==> src/rtl/regfile_mp_pkg.sv <==
// Shared constants and helpers for the multi-port register file.
package regfile_mp_pkg;

  localparam int DEF_WIDTH  = 32;
  localparam int DEF_DEPTH  = 8;
  localparam int DEF_NUM_RD = 2;
  localparam int DEF_AW     = 6;
  localparam int NUM_WR     = 2;

  // True when addr names a physical register of a file with `depth` entries.
  function automatic logic addr_in_range(input logic [31:0] addr, input int unsigned depth);
    return (addr < depth);
  endfunction

endpackage

==> src/rtl/regfile_mp_rdport.sv <==
// One combinational read port of regfile_mp: register select, optional
// same-cycle write forwarding, and zero-register / out-of-range masking.
// Forwarding is compiled in only when REGFILE_MP_BYPASS_EN is defined.
module regfile_mp_rdport
  import regfile_mp_pkg::*;
#(
  parameter int WIDTH    = DEF_WIDTH,
  parameter int DEPTH    = DEF_DEPTH,
  parameter int AW       = DEF_AW,
  parameter int ZERO_REG = 0
) (
  input  logic [AW-1:0]          i_addr,
  input  logic [DEPTH*WIDTH-1:0] i_mem,
  input  logic [DEPTH-1:0]       i_busy,
  input  logic [NUM_WR-1:0]      i_wr_en,
  input  logic [NUM_WR*AW-1:0]   i_wr_addr,
  input  logic [NUM_WR*WIDTH-1:0] i_wr_data,
  input  logic                   i_alloc_take,
  input  logic [AW-1:0]          i_alloc_addr,
  output logic [WIDTH-1:0]       o_data,
  output logic                   o_busy
);

`ifndef REGFILE_MP_BYPASS_EN
  // Write/alloc inputs only matter for forwarding.
  logic w_unused_bypass;
  assign w_unused_bypass = ^{i_wr_en, i_wr_addr, i_wr_data, i_alloc_take, i_alloc_addr};
`endif

  // Select stored state, optionally override with in-flight writes, then mask.
  always_comb begin
    o_data = '0;
    o_busy = 1'b0;
    for (int r = 0; r < DEPTH; r++) begin
      if (i_addr == AW'(r)) begin
        o_data = i_mem[r*WIDTH +: WIDTH];
        o_busy = i_busy[r];
      end
    end
`ifdef REGFILE_MP_BYPASS_EN
    // Port 1 is checked last so it takes priority, matching the write order.
    for (int p = 0; p < NUM_WR; p++) begin
      if (i_wr_en[p] && (i_wr_addr[p*AW +: AW] == i_addr)) begin
        o_data = i_wr_data[p*WIDTH +: WIDTH];
        o_busy = 1'b0;
      end
    end
    if (i_alloc_take && (i_alloc_addr == i_addr))
      o_busy = 1'b1;
`endif
    if (!addr_in_range(32'(i_addr), DEPTH) || ((ZERO_REG != 0) && (i_addr == '0))) begin
      o_data = '0;
      o_busy = 1'b0;
    end
  end

endmodule

==> src/rtl/regfile_mp.sv <==
// Multi-port register file with per-register busy scoreboard.
// NUM_RD combinational read ports, two write ports (port 1 wins on a clash),
// one allocation port that marks a register busy until its producer writes it.
// Optional macro REGFILE_MP_BYPASS_EN forwards same-cycle writes to the reads.
module regfile_mp
  import regfile_mp_pkg::*;
#(
  parameter int WIDTH     = DEF_WIDTH,
  parameter int DEPTH     = DEF_DEPTH,
  parameter int NUM_RD    = DEF_NUM_RD,
  parameter int AW        = DEF_AW,
  parameter int ZERO_REG  = 0,
  parameter int DEBUG_REG = 1
) (
  input  logic                      clk,
  input  logic                      reset,
  input  logic [NUM_RD*AW-1:0]      rd_addr,
  output logic [NUM_RD*WIDTH-1:0]   rd_data,
  output logic [NUM_RD-1:0]         rd_busy,
  input  logic [NUM_WR-1:0]         wr_en,
  input  logic [NUM_WR*AW-1:0]      wr_addr,
  input  logic [NUM_WR*WIDTH-1:0]   wr_data,
  input  logic                      alloc_valid,
  input  logic [AW-1:0]             alloc_addr,
  output logic                      alloc_ready,
  output logic [WIDTH-1:0]          debug_data
);

  logic [WIDTH-1:0]       r_mem [DEPTH];
  logic [DEPTH-1:0]       r_busy;
  logic [DEPTH*WIDTH-1:0] w_mem_flat;
  logic [NUM_WR-1:0]      w_wr_ok;
  logic                   w_alloc_zero;
  logic                   w_alloc_busy;
  logic                   w_alloc_take;

  // Flatten storage for the read ports.
  for (genvar r = 0; r < DEPTH; r++) begin : g_flat
    assign w_mem_flat[r*WIDTH +: WIDTH] = r_mem[r];
  end

  // A write is kept only if enabled, in range, and not aimed at a hardwired zero.
  always_comb begin
    w_wr_ok = '0;
    for (int p = 0; p < NUM_WR; p++) begin
      w_wr_ok[p] = wr_en[p]
                 && addr_in_range(32'(wr_addr[p*AW +: AW]), DEPTH)
                 && !((ZERO_REG != 0) && (wr_addr[p*AW +: AW] == '0));
    end
  end

  // Alloc handshake: r0 with ZERO_REG is always ready but never goes busy.
  always_comb begin
    w_alloc_busy = 1'b0;
    for (int r = 0; r < DEPTH; r++) begin
      if (alloc_addr == AW'(r))
        w_alloc_busy = r_busy[r];
    end
    w_alloc_zero = (ZERO_REG != 0) && (alloc_addr == '0);
    alloc_ready  = addr_in_range(32'(alloc_addr), DEPTH) && (w_alloc_zero || !w_alloc_busy);
    w_alloc_take = alloc_valid && alloc_ready && !w_alloc_zero;
  end

  // Storage and scoreboard update; alloc is applied after write-clear so it wins.
  always_ff @(posedge clk) begin
    if (reset) begin
      for (int r = 0; r < DEPTH; r++)
        r_mem[r] <= '0;
      r_busy <= '0;
    end else begin
      for (int r = 0; r < DEPTH; r++) begin
        for (int p = 0; p < NUM_WR; p++) begin
          if (w_wr_ok[p] && (wr_addr[p*AW +: AW] == AW'(r))) begin
            r_mem[r]  <= wr_data[p*WIDTH +: WIDTH];
            r_busy[r] <= 1'b0;
          end
        end
        if (w_alloc_take && (alloc_addr == AW'(r)))
          r_busy[r] <= 1'b1;
      end
    end
  end

  for (genvar p = 0; p < NUM_RD; p++) begin : g_rd
    regfile_mp_rdport #(
      .WIDTH    (WIDTH),
      .DEPTH    (DEPTH),
      .AW       (AW),
      .ZERO_REG (ZERO_REG)
    ) u_rdport (
      .i_addr       (rd_addr[p*AW +: AW]),
      .i_mem        (w_mem_flat),
      .i_busy       (r_busy),
      .i_wr_en      (w_wr_ok),
      .i_wr_addr    (wr_addr),
      .i_wr_data    (wr_data),
      .i_alloc_take (w_alloc_take),
      .i_alloc_addr (alloc_addr),
      .o_data       (rd_data[p*WIDTH +: WIDTH]),
      .o_busy       (rd_busy[p])
    );
  end

  // Debug view is the stored register, never the forwarded value.
  if (DEBUG_REG >= 0 && DEBUG_REG < DEPTH) begin : g_dbg
    assign debug_data = r_mem[DEBUG_REG];
  end else begin : g_dbg_none
    assign debug_data = '0;
  end

endmodule

==> config.mk <==
export PLATFORM = sky130hd
export DESIGN_NAME = regfile_mp
export DESIGN_NICKNAME = d
export VERILOG_FILES = /design/src/rtl/regfile_mp_pkg.sv /design/src/rtl/regfile_mp_rdport.sv /design/src/rtl/regfile_mp.sv
export SDC_FILE = /design/constraint.sdc
export NUM_CORES = 1
export LEC_CHECK = 0
export ABC_CLOCK_PERIOD_IN_PS = 13230
export CAP_MARGIN = 40
export CELL_PAD_IN_SITES_DETAIL_PLACEMENT = 0
export CELL_PAD_IN_SITES_GLOBAL_PLACEMENT = 2
export CORE_UTILIZATION = 40
export DETAILED_ROUTE_END_ITERATION = 8
export PLACE_DENSITY_LB_ADDON = 0.1
export SLEW_MARGIN = 20
export SYNTH_ARGS = -nofsm -noshare
export SYNTH_HDL_FRONTEND = slang
export SYNTH_HIERARCHICAL = 1
export SYNTH_SLANG_ARGS = --single-unit
==> constraint.sdc <==
create_clock -name clk -period 13.23 [get_ports clk]
set_clock_uncertainty 0.15 [all_clocks]
set_input_delay 3.969 -clock clk [delete_from_list [all_inputs] [get_ports clk]]
set_output_delay 3.969 -clock clk [all_outputs]
set_load 0.005 [all_outputs]
==> tab_implementation.tex <==
\begin{tabular}{lr}
\hline
Metric & Value \\
\hline
\multicolumn{2}{l}{\textbf{Run status}} \\
\quad Run status & finished, violations left \\
\quad Failing checks & DRC \\
\multicolumn{2}{l}{\textbf{Timing}} \\
\quad Setup repair after global routing missed its margin & false \\
\quad Peak Freq & 0.0880 GHz \\
\quad Final worst-path setup slack & 1.87 ns \\
\quad Max-Slew Margin vs Limit & 47.1\% \\
\quad Summed negative setup slack over all endpoints & 0 ns \\
\quad Share of the cycle needed by the critical path after routing & 85.9\% \\
\quad Final number of hold-violating endpoints & 0 \\
\quad Slew Viols, Final & 0 \\
\quad Period minus WS final & 11.36 ns \\
\quad Setup violation total in the final timing report & 0 \\
\quad Worst-Margin Slew & 0.794 ns \\
\quad Hold WS & 0.358 ns \\
\multicolumn{2}{l}{\textbf{GRT}} \\
\quad Leftover overflow at the end of global routing & 0 \\
\quad Maximum number of pins on one net before global-route repair & 55 \\
\quad Number of global-route vias before repair & 14.1k \\
\quad Overall Global Routing Usage & 32.2\% \\
\quad Global-route wire length before repair & 97700 um \\
\quad Number of antenna violations at the first check in global routing & 1 \\
\multicolumn{2}{l}{\textbf{Finish}} \\
\quad Antenna cells & 0 \\
\quad Net count reported at finish & 1678 \\
\quad Layout cell share with drive strength beyond 1 & 15.1\% \\
\quad Post-synthesis to final-layout area growth & 19.2\% \\
\multicolumn{2}{l}{\textbf{Floorplanning}} \\
\quad Die height & 206 um \\
\quad Die area & 42500 sq um \\
\quad Initial standard-cell utilization of the core & 40.7\% \\
\quad Die outline width & 206 um \\
\quad Core Area & 41000 sq um \\
\quad Cell Rows & 74 \\
\quad Boundary pin count & 198 \\
\multicolumn{2}{l}{\textbf{Setup path}} \\
\quad Maximum fanout along the worst path & 14 \\
\quad End of the worst register-to-register path & r\_busy[0]\$\_SDFFE\_PP0P\_ \\
\quad Worst setup EP type & output pin \\
\quad Critical Path Start Type & input pin \\
\quad R2R Setup Slk & 12.13 ns \\
\quad Path type of the worst setup path & input pin to output pin \\
\quad CP peak stage delay & 0.90 ns \\
\quad Worst Path Arrival & 7.25 ns \\
\quad Series of cell instances along the critical path & clkdlybuf4s50\_1 -> buf\_4 -> and3\_1 -> buf\_4 -> o21ai\_0 -> a31oi\_1 -> clkdlybuf4s50\_1 \\
\quad Slowest cell on the critical path & clkdlybuf4s50\_1 \\
\quad RR Startpoint & r\_busy[0]\$\_SDFFE\_PP0P\_ \\
\quad Required time reported for the critical path endpoint & 9.11 ns \\
\quad R2R depth & 3 \\
\multicolumn{2}{l}{\textbf{Synthesis}} \\
\quad Cell area after synthesis & 16700 sq um \\
\quad Yosys warnings & 6 \\
\quad Post-synth net total & 1623 \\
\quad Syn Area/Cell & 10.9 sq um \\
\quad Number of instances in the synthesized netlist & 1524 \\
\multicolumn{2}{l}{\textbf{Pwr}} \\
\quad Sw power & 562 uW \\
\quad Internal power contribution & 1.61 mW \\
\quad Part of the total power dissipated in sequential elements & 46.5\% \\
\quad Sw Share & 25.9\% \\
\quad Leakage power & 6.15 nW \\
\quad Share of power burned in combinational logic & 14.3\% \\
\quad Clock network fraction of design power & 39.3\% \\
\quad Power Density & 109 nW/um\^{}2 \\
\quad Worst ir drop on vdd & 112 uV \\
\multicolumn{2}{l}{\textbf{Route}} \\
\quad Vias per cell & 6.80 \\
\quad Number of iterations in the first detailed-routing pass & 7 \\
\quad Total wire length & 69000 um \\
\quad Routed len/inst & 32.3 um \\
\quad Violation count after the first detailed-routing iteration & 1671 \\
\quad Vias after detailed routing & 14.5k \\
\quad DRC violation count after routing & 28 \\
\quad Antenna viol nets, final & 0 \\
\multicolumn{2}{l}{\textbf{Placed design}} \\
\quad Post-placement setup slack & 1.89 ns \\
\quad Port Buffer Count & 197 \\
\quad Placed wire-length estimate after detailed placement & 42700 um \\
\quad Global placement routability congestion & 0.887 \\
\multicolumn{2}{l}{\textbf{Hold path}} \\
\quad Min-Delay Path Class & flip-flop to flip-flop \\
\quad Startpoint of the lowest-slack hold path & r\_busy[4]\$\_SDFFE\_PP0P\_ \\
\quad Cells on Worst Hold Path & 2 \\
\quad Hold worst-path end & r\_busy[4]\$\_SDFFE\_PP0P\_ \\
\multicolumn{2}{l}{\textbf{Clocking}} \\
\quad Source-to-sink clock delay at the later pin of the worst-skew pair & 0.58 ns \\
\quad Post-CTS setup buffer count & 0 \\
\quad Cts repair resizes & 0 \\
\quad Buffer depth of the longest clock path & 3 \\
\quad Root buffer cell & clkbuf\_16 \\
\quad Inserted Clock Buffers & 30 \\
\quad H-tree depth reported by CTS & 1 \\
\quad Register clock-pin slew on the reported worst setup and hold paths & 0.06 ns \\
\quad Num Clock Sinks & 264 \\
\quad CTS tree & done \\
\quad Hold buffer count at cts & 0 \\
\multicolumn{2}{l}{\textbf{Flow run}} \\
\quad Reported max-cap violation count & 0 \\
\hline
\end{tabular}
==> registers in the layout (all words and copies together) (netlist names) <==
name,count
r_mem,256
r_busy,8
==> layer usage <==
metal | share of wire, % | track usage [%]
met1 | 41 | 45.2
met2 | 46 | 51.2
met3 | 10 | 4.86
met4 | 2.8 | 10.0
met5 | 0.017 | 0
==> power groups by stage <==
stage	clock network, mW	registers [mW]	logic, mW
6_report	0.852	1.01	0.309
3_3_place_gp	0	1.02	0.297
4_1_cts	0.853	1.01	0.305
3_5_place_dp	0	1.02	0.304
5_1_grt	0.886	1.01	0.325
2_1_floorplan	0	1.01	0.189
==> area by class of cell <==
type                       count  area (sq um)
sequential                   264          7850
timing repair buffer         264          2620
tap                          532           666
clock inverter                20           191
fill                        3764         21100
clock buffer                  34           787
inverter                      18          67.6
multi-input combinational   1001          7700
==> how the worst max path moves through the flow <==
| stage | startpoint | to | slack, ns | cells after the start |
|---|---|---|---|---|
| final | rd_addr[2] | rd_data[31] | 1.87 | 7 |
| after global routing | rd_addr[2] | rd_data[0] | 1.80 | 7 |
| after CTS | rd_addr[2] | rd_data[0] | 1.88 | 7 |
| after detailed placement | rd_addr[2] | rd_data[0] | 1.89 | 7 |
| after global placement | rd_addr[11] | rd_data[32] | 1.73 | 6 |
| after floorplan | rd_addr[5] | rd_busy[0] | 3.91 | 5 |
==> layout by cell type (no fill, tap or decap), types with 5 or more instances in the layout <==
cell / n
a211oi_1: 17
a21o_1: 9
a21oi_1: 40
a221oi_1: 8
a221oi_2: 8
a22o_1: 96
a22oi_1: 8
a31oi_1: 48
buf_12: 7
buf_4: 52
buf_8: 6
clkbuf_16: 31
clkdlybuf4s50_1: 192
clkinv_1: 11
dfxtp_1: 8
edfxtp_1: 256
inv_1: 18
mux2i_1: 20
mux4_2: 85
nand2_1: 87
nand2b_1: 10
nand3_1: 35
nor2_1: 168
nor2b_1: 5
nor3_1: 27
nor3_4: 7
nor4b_1: 6
o21ai_0: 56
o21ai_1: 26
o221ai_1: 41
o22a_1: 40
o22ai_1: 106
or3_2: 5
==> stage by stage <==
step | instances | power (mW) | cell area [sq um] | util (%)
6_report | 2133 | 2.17 | 19900 | 48.5
2_1_floorplan | 1524 | 1.20 | 16700 | -
5_1_grt | 2133 | 2.22 | 19900 | 48.5
3_5_place_dp | 2077 | 1.33 | 18900 | 46.0
4_1_cts | 2131 | 2.17 | 19800 | 48.4
3_3_place_gp | 2062 | 1.32 | 18600 | 45.4
==> critical path: cells and delay by family <==
| kind | cells | cell delay (ns) |
|---|---|---|
| buffers and inverters | 4 | 2.22 |
| and+or+nand+nor | 1 | 0.60 |
| AOI/OAI and AO/OA | 2 | 0.44 |
Note: power is estimated with default switching activity, not from simulation.
